<file path="src/rtl/irq_controller.sv">
// Prioritised N_IRQ-source interrupt controller: edge detect, mask, lowest-index
// arbitration, int/ack handshake and in-service tracking. Define IRQ_NESTING_EN for preemption.
module irq_controller #(
  parameter int                 N_IRQ      = 4,
  parameter int                 ID_W       = 2,
  parameter int                 VEC_W      = 16,
  parameter logic [VEC_W-1:0]   VEC_BASE   = 16'h0010,
  parameter int                 VEC_STRIDE = 2
) (
  input  logic             clk,
  input  logic             reset,
  input  logic [N_IRQ-1:0] irq_in,
  input  logic             mask_we,
  input  logic [N_IRQ-1:0] mask_wdata,
  output logic             int_out,
  input  logic             ack,
  output logic [VEC_W-1:0] vector,
  output logic [ID_W-1:0]  irq_id,
  output logic             busy,
  output logic [N_IRQ-1:0] pending,
  input  logic             eoi
);

  typedef enum logic [1:0] {IDLE, REQ, SERV} state_t;

  state_t           state, state_nxt;
  logic [N_IRQ-1:0] irq_q;
  logic             armed;
  logic [N_IRQ-1:0] mask;
  logic [N_IRQ-1:0] rise, eligible, clr, sel;
  logic [ID_W-1:0]  win_id, id_nxt;
  logic [VEC_W-1:0] vec_nxt;
  logic             int_nxt;
`ifdef IRQ_NESTING_EN
  logic [N_IRQ-1:0] serv, serv_nxt;
`else
  logic             serv, serv_nxt;
`endif

  function automatic logic [ID_W-1:0] lowest(input logic [N_IRQ-1:0] bits);
    logic [ID_W-1:0] idx;
    idx = '0;
    for (int i = N_IRQ - 1; i >= 0; i--)
      if (bits[i]) idx = ID_W'(i);
    return idx;
  endfunction

  function automatic logic [VEC_W-1:0] vec_of(input logic [ID_W-1:0] id);
    return VEC_BASE + VEC_W'(id) * VEC_W'(VEC_STRIDE);
  endfunction

  function automatic logic [N_IRQ-1:0] onehot(input logic [ID_W-1:0] id);
    logic [N_IRQ-1:0] oh;
    oh     = '0;
    oh[id] = 1'b1;
    return oh;
  endfunction

  // The first edge after reset only samples irq_in, so lines held high through
  // reset release are not mistaken for fresh rising edges.
  assign rise     = armed ? (irq_in & ~irq_q) : '0;
  assign eligible = pending & ~mask;
  assign win_id   = lowest(eligible);
  assign sel      = onehot(irq_id);
  assign busy     = |serv;

  always_comb begin
    state_nxt = state;
    int_nxt   = int_out;
    id_nxt    = irq_id;
    vec_nxt   = vector;
    serv_nxt  = serv;
    clr       = '0;
    unique case (state)
      IDLE: begin
        if (|eligible) begin
          id_nxt    = win_id;
          vec_nxt   = vec_of(win_id);
          int_nxt   = 1'b1;
          state_nxt = REQ;
        end
      end
      REQ: begin
        if (ack) begin
          clr       = sel;
          int_nxt   = 1'b0;
          state_nxt = SERV;
`ifdef IRQ_NESTING_EN
          serv_nxt  = serv | sel;
`else
          serv_nxt  = 1'b1;
`endif
        end
      end
      SERV: begin
`ifdef IRQ_NESTING_EN
        // eoi retires the highest-priority in-service source and falls back to the next one.
        if (eoi) begin
          serv_nxt = serv & (serv - N_IRQ'(1));
          if (serv_nxt == '0) begin
            state_nxt = IDLE;
          end else begin
            id_nxt  = lowest(serv_nxt);
            vec_nxt = vec_of(id_nxt);
          end
        end else if ((|eligible) && (win_id < lowest(serv))) begin
          id_nxt    = win_id;
          vec_nxt   = vec_of(win_id);
          int_nxt   = 1'b1;
          state_nxt = REQ;
        end
`else
        if (eoi) begin
          serv_nxt  = 1'b0;
          state_nxt = IDLE;
        end
`endif
      end
      default: state_nxt = IDLE;
    endcase
  end

  always_ff @(posedge clk or negedge reset) begin
    if (!reset) begin
      state   <= IDLE;
      irq_q   <= '0;
      armed   <= 1'b0;
      pending <= '0;
      mask    <= '0;
      int_out <= 1'b0;
      irq_id  <= '0;
      vector  <= '0;
      serv    <= '0;
    end else begin
      state   <= state_nxt;
      irq_q   <= irq_in;
      armed   <= 1'b1;
      // A new edge beats the ack-clear on the same source.
      pending <= (pending & ~clr) | rise;
      if (mask_we) mask <= mask_wdata;
      int_out <= int_nxt;
      irq_id  <= id_nxt;
      vector  <= vec_nxt;
      serv    <= serv_nxt;
    end
  end

endmodule

</file>
<file path="config.mk">
export PLATFORM = sky130hd
export DESIGN_NAME = irq_controller
export DESIGN_NICKNAME = d
export VERILOG_FILES = /design/src/rtl/irq_controller.sv
export SDC_FILE = /design/constraint.sdc
export NUM_CORES = 1
export LEC_CHECK = 0
export BUFFER_PORTS_ARGS = -buffer_cell sky130_fd_sc_hd__buf_2
export CAP_MARGIN = 40
export CORE_MARGIN = 3
export CORE_UTILIZATION = 47
export DETAILED_ROUTE_END_ITERATION = 16
export PLACE_DENSITY = 0.82
export SYNTH_ARGS = -nofsm -noshare
export SYNTH_HDL_FRONTEND = slang
export SYNTH_SLANG_ARGS = --single-unit
</file>
<file path="constraint.sdc">
create_clock -name clk -period 1.4 [get_ports clk]
set_clock_uncertainty 0.15 [all_clocks]
set_input_delay 0.21 -clock clk [delete_from_list [all_inputs] [get_ports clk]]
set_output_delay 0.21 -clock clk [all_outputs]
set_load 0.01 [all_outputs]
</file>
Word level (Yosys, flattened, before mapping)
Index checks and enable logic that the tools add are counted.
W data, S select, Z words.
{"block": "word_totals", "register_bits": 35, "input_bits": 13, "output_inout_bits": 24, "word_cells": 52}
{"block": "op_classes", "add_sub_neg": 1, "n_lt_le_gt_ge": 2, "n_eq_ne": 5, "mux": 19, "n_bitwise": 7, "n_reduce_logical": 9}
{"cell": "$mux W2", "n": 7}
{"cell": "$and A4 B4 Y4", "n": 3}
{"cell": "$mux W4", "n": 3}
{"cell": "$not A4 Y4", "n": 3}
{"cell": "$reduce_and A3 Y1", "n": 3}
{"cell": "$add A5 B3 Y6 const A", "n": 1}
{"cell": "$ne A2 B2 Y1 const B", "n": 3}
{"cell": "$pmux W2 S3", "n": 1}
{"cell": "$mux W1", "n": 5}
{"cell": "$or A4 B4 Y4", "n": 1}
{"cell": "$pmux W1 S2", "n": 2}
{"cell": "$reduce_bool A2 Y1", "n": 2}
{"cell": "$reduce_or A4 Y1", "n": 1}
{"cell": "$lt A2 B3 Y1 const B", "n": 1}
{"cell": "$demux W1 S2", "n": 1}
{"cell": "$eq A2 B1 Y1 const B", "n": 1}
{"cell": "$eq A2 B2 Y1 const B", "n": 1}
{"cell": "$ge A2 B1 Y1 const B", "n": 1}
{"cell": "$logic_not A2 Y1", "n": 1}
{"cell": "$reduce_and A2 Y1", "n": 1}
{"cell": "$logic_and A1 B1 Y1", "n": 1}

Logic depth before layout (Yosys ltp)
{"block": "logic_depth", "word_depth": 9, "ltp_mapped": 4, "depth_no_buf": 3}

Worst setup path after synthesis
OpenSTA, ideal clock, no wires.
{"block": "synth_timing", "path_type": "reg2reg", "startpoint": "register pending[3]", "endpoint": "register state[0]", "setup_time_ps": 129, "t_arrival_ps": 945, "t_required_ps": 1121, "path_slack_ps": 176, "stages_incl_launch_ff": 4, "path_buffers": 0, "synth_period_minus_slack_ps": 1224, "path_cell_list": "dfrtp_1 -> nor2b_2 -> nor4b_4 -> a21oi_1"}
{"block": "synth_via", "elab_chain_len": 4}
{"element": "start, declared", "line_no": "20", "rtl": "output logic [N_IRQ-1:0] pending,"}
{"element": "start signal, assigned", "line_no": "139", "rtl": "pending <= (pending & ~clr) | rise;"}
{"element": "$and A4 B4 Y4", "line_no": "62", "rtl": "assign eligible = pending & ~mask;"}
{"element": "$reduce_or A4 Y1", "line_no": "76", "rtl": "if (|eligible) begin"}
{"element": "$ne A2 B2 Y1 (no source line)"}
{"element": "$reduce_and A3 Y1 (no source line)"}
{"element": "end signal, assigned", "line_no": "135", "rtl": "state <= state_nxt;"}
{"element": "end, declared", "line_no": "26", "rtl": "state_t state, state_nxt;"}
Every way passes these cells.
A chain may end at the register's enable or synchronous reset.

Worst setup path in the final report
Ends and elaborated chain as after synthesis.

==> impl_metrics.py <==
metrics = {
    "detailed_routing": {
        "antenna_left": 0,
        "drt-pass1-iter-count": 4,
        "totalWireLength_um": 1696,
        "drtIter0Drc": 6,
        "vias_per_cell": 4.662,
        "wl_per_cell_um": 11.94,
        "drcViolationCount": 0,
        "vias": 662,
    },
    "finish": {
        "n_antenna_cell": 0,
        "final_cell_area_um2": 1145,
        "area.growth.synth_to_final_pct": 20.39,
        "fillers": 145,
        "nNetsFinal": 132,
        "drive_gt1_frac": 0.3248,
    },
    "power_and_ir_drop": {
        "pwr-share-clk": 0.132,
        "pwr-share-seq": 0.489,
        "vdd_drop_max_mv": 0.7964,
        "p_per_area_nw_per_um2": 1647,
        "p_leak_nw": 0.5479,
        "internal-power_w": 0.001176,
        "switching_share": 0.3764,
        "switchingPower_w": 0.0007097,
        "total_power_w": 0.001885,
        "power_frac_comb": 0.379,
    },
    "setup_path": {
        "critPathSlowestCell": "dfrtp_1",
        "start_kind": "register",
        "worstSetupPathType": "register to register",
        "timing.rr.end": "state[0]$_DFFE_PN0P_",
        "ff2ff_setup_slack_ns": 0.08,
        "path_cells": "nor2b_2 -> nor4b_4 -> a21oi_1",
        "r2r_cells": 3,
        "cp_max_fo": 3,
        "regToRegStartpoint": "pending[3]$_DFF_PN0_",
        "cp.required_ns": 1.42,
        "max_stage_delay_ns": 0.42,
        "crit_arrival_ns": 1.33,
        "end_kind": "register",
    },
    "worst_hold_path": {
        "hold_end": "state[1]$_DFFE_PN0P_",
        "hp-class": "input pin to register",
        "holdPathStages": 3,
        "worstHoldStart": "eoi",
    },
    "grt": {
        "grt_start_max_net_pins": 21,
        "grt_first_pass_wirelength_um": 2608,
        "grt_pass1_vias": 597,
        "grtUsageTotal": 0.1368,
        "antenna_found_initial": 0,
        "grt-ovfl-total": 0,
    },
    "clocking": {
        "cts_setup_buffers": 0,
        "clock_sinks": 20,
        "cts_max_level": 1,
        "clk_path_buf_depth": 2,
        "path_clk_slew_ns": 0.10,
        "numCtsBuffers": 3,
        "cts_root_buffer": "clkbuf_4",
        "clk_latency_ns": 0.28,
        "cts_tree": "built",
    },
    "floorplan": {
        "fp.dieH_um": 50.98,
        "die_area_um2": 2599,
        "core_um2": 1821,
        "placementRows": 15,
        "ios": 37,
        "fp.dieW_um": 50.98,
        "start_util": 0.5223,
    },
    "timing": {
        "hold_viol": 0,
        "fmax_mhz": 759.4,
        "setup_viol": 0,
        "rsz0062_at_grt": "no",
        "fin_crit_sh": 0.9405,
        "tns_ns": 0,
        "min_period_ns": 1.317,
        "drv_slew": 0,
    },
    "flow_run": {
        "cap_violations": 0,
    },
    "placement": {
        "port_buffers": 23,
        "gp_congestion": 0.7993,
        "place_area_um2": 1025,
        "dp.final_hpwl_um": 1260,
    },
    "synth": {
        "netlist_area_um2": 950.9,
        "avgSynthCellArea_um2": 11.06,
        "ys_ff_latch": 20,
        "synthCells": 86,
        "ys_warn_count": 0,
        "synth-seq-area-share": 0.5263,
        "synth.distinct_cells": 25,
    },
    "outcome": {
        "outcome": "completed",
    },
}
==> placed cells by master, fill, tap and decap left out <==
cell type       n
clkbuf_4        3
dfrtp_1        20
o41ai_2         1
nor2b_2         2
nand2_1         7
nor2_1          2
nand2b_1        4
o21ai_1         2
inv_1           4
buf_2          23
nand2_2         1
a21bo_2         1
a21oi_1         2
mux2_2          4
nor2b_1         1
nor2_2          1
o22ai_1         1
a22oi_1         2
o21ai_0         5
dlygate4sd3_1   9
o21bai_1        1
nand4b_1        1
conb_1         14
nor4b_4         1
o41ai_1         1
nand3b_1        3
nor2b_4         1
==> through the flow <==
stage / worst slack [ns] / util / instances / hold WS, ns
2_1_floorplan: 0.1761 / - / 98 / -0.2356
3_3_place_gp: 0.1144 / 0.5629 / 130 / 0.02437
3_5_place_dp: 0.1042 / 0.5629 / 130 / 0.02613
4_1_cts: 0.08509 / 0.6137 / 140 / 0.002708
5_1_grt: 0.008328 / 0.6289 / 142 / 0.08645
6_report: 0.08324 / 0.6289 / 142 / 0.06758
==> kinds of logic (layout without fill, tap and decap cells) <==
| logic type | after synthesis | in the layout | synth area share |
|---|---|---|---|
| muxes | 4 | 4 | 0.04737 |
| and+or+nand+nor | 24 | 24 | 0.1724 |
| AOI/OAI and AO/OA | 16 | 16 | 0.1066 |
| buffers and inverters | 20 | 39 | 0.1395 |
| other | 2 | 14 | 0.007898 |
| DFF | 20 | 20 | 0.5263 |
==> worst max-delay path: cells and delay by family (launching register included) <==
family	cells	cell delay (ns)
flops	1	0.42
simple gates	2	0.52
compound gates	1	0.11
==> Yosys cell counts (all sizes together) <==
cell type,instances,share of area
nor2b,4,0.039
o41ai,2,0.018
nand3b,3,0.024
a21oi,2,0.011
nor4b,1,0.025
o21ai,7,0.037
inv,4,0.016
dfrtp,20,0.53
a22oi,2,0.016
conb,2,0.0079
nand2b,4,0.026
buf,16,0.12
nor2,3,0.014
o22ai,1,0.0066
nand4b,1,0.0092
a21bo,1,0.011
mux2,4,0.047
o21bai,1,0.0079
nand2,8,0.034
==> metal layers <==
metal / part of all wire / wire (um) / vias up / GRT usage
met5: 0 / 0 / - / 0
met4: 0.014 / 24 / 0 / 0.08969
met3: 0.065 / 111 / 4 / 0.02332
met2: 0.50 / 846 / 30 / 0.2318
met1: 0.42 / 713 / 306 / 0.1575
li1: - / - / 322 / -
==> sequential cells by signal (all words and copies together), names as in the netlist <==
signal and cells:
irq_q 4, mask 4, pending 4, state 2, vector 2, armed 1
busy 1, int_out 1, irq_id 1
==> layout make-up <==
class                   instances  area, um^2  share of cell area
flip-flops and latches         20       500.5              0.4372
inverters                       4       15.01             0.01311
repair buffers                 32       205.2              0.1792
clock buffers                   3       22.52             0.01967
well taps                      25       31.28             0.02732
multi-input cells              58       370.4              0.3235
==> worst max-delay path by stage <==
stage               slack, ns            startpoint  cells past startpoint                    end
floorplan                0.18  pending[3]$_DFF_PN0_                      3   state[0]$_DFFE_PN0P_
global placement         0.11  pending[3]$_DFF_PN0_                      3   state[0]$_DFFE_PN0P_
detailed placement       0.10  pending[3]$_DFF_PN0_                      3   state[0]$_DFFE_PN0P_
CTS                      0.09  pending[3]$_DFF_PN0_                      3   state[0]$_DFFE_PN0P_
global route            0.008  pending[3]$_DFF_PN0_                      3  vector[4]$_DFFE_PN0P_
finish                   0.08  pending[3]$_DFF_PN0_                      3   state[0]$_DFFE_PN0P_
==> power by group through the flow <==
stage / clock [W] / sequential [W] / combinational (W)
after floorplan: 0 / 0.000918 / 0.000500
after global placement: 0 / 0.000911 / 0.000670
after detailed placement: 0 / 0.000923 / 0.000690
after CTS: 0.000259 / 0.000911 / 0.000706
after global routing: 0.000279 / 0.000954 / 0.000787
final: 0.000249 / 0.000922 / 0.000714
==> timing repair <==
item / 4_1_cts / 5_1_grt
endpoints found under the setup margin: 0 / 1
hold buffers: 7 / 2
gates resized for setup: 0 / 1
endpoints found under the hold margin: 26 / 2
(Power assumes the default switching activity.)
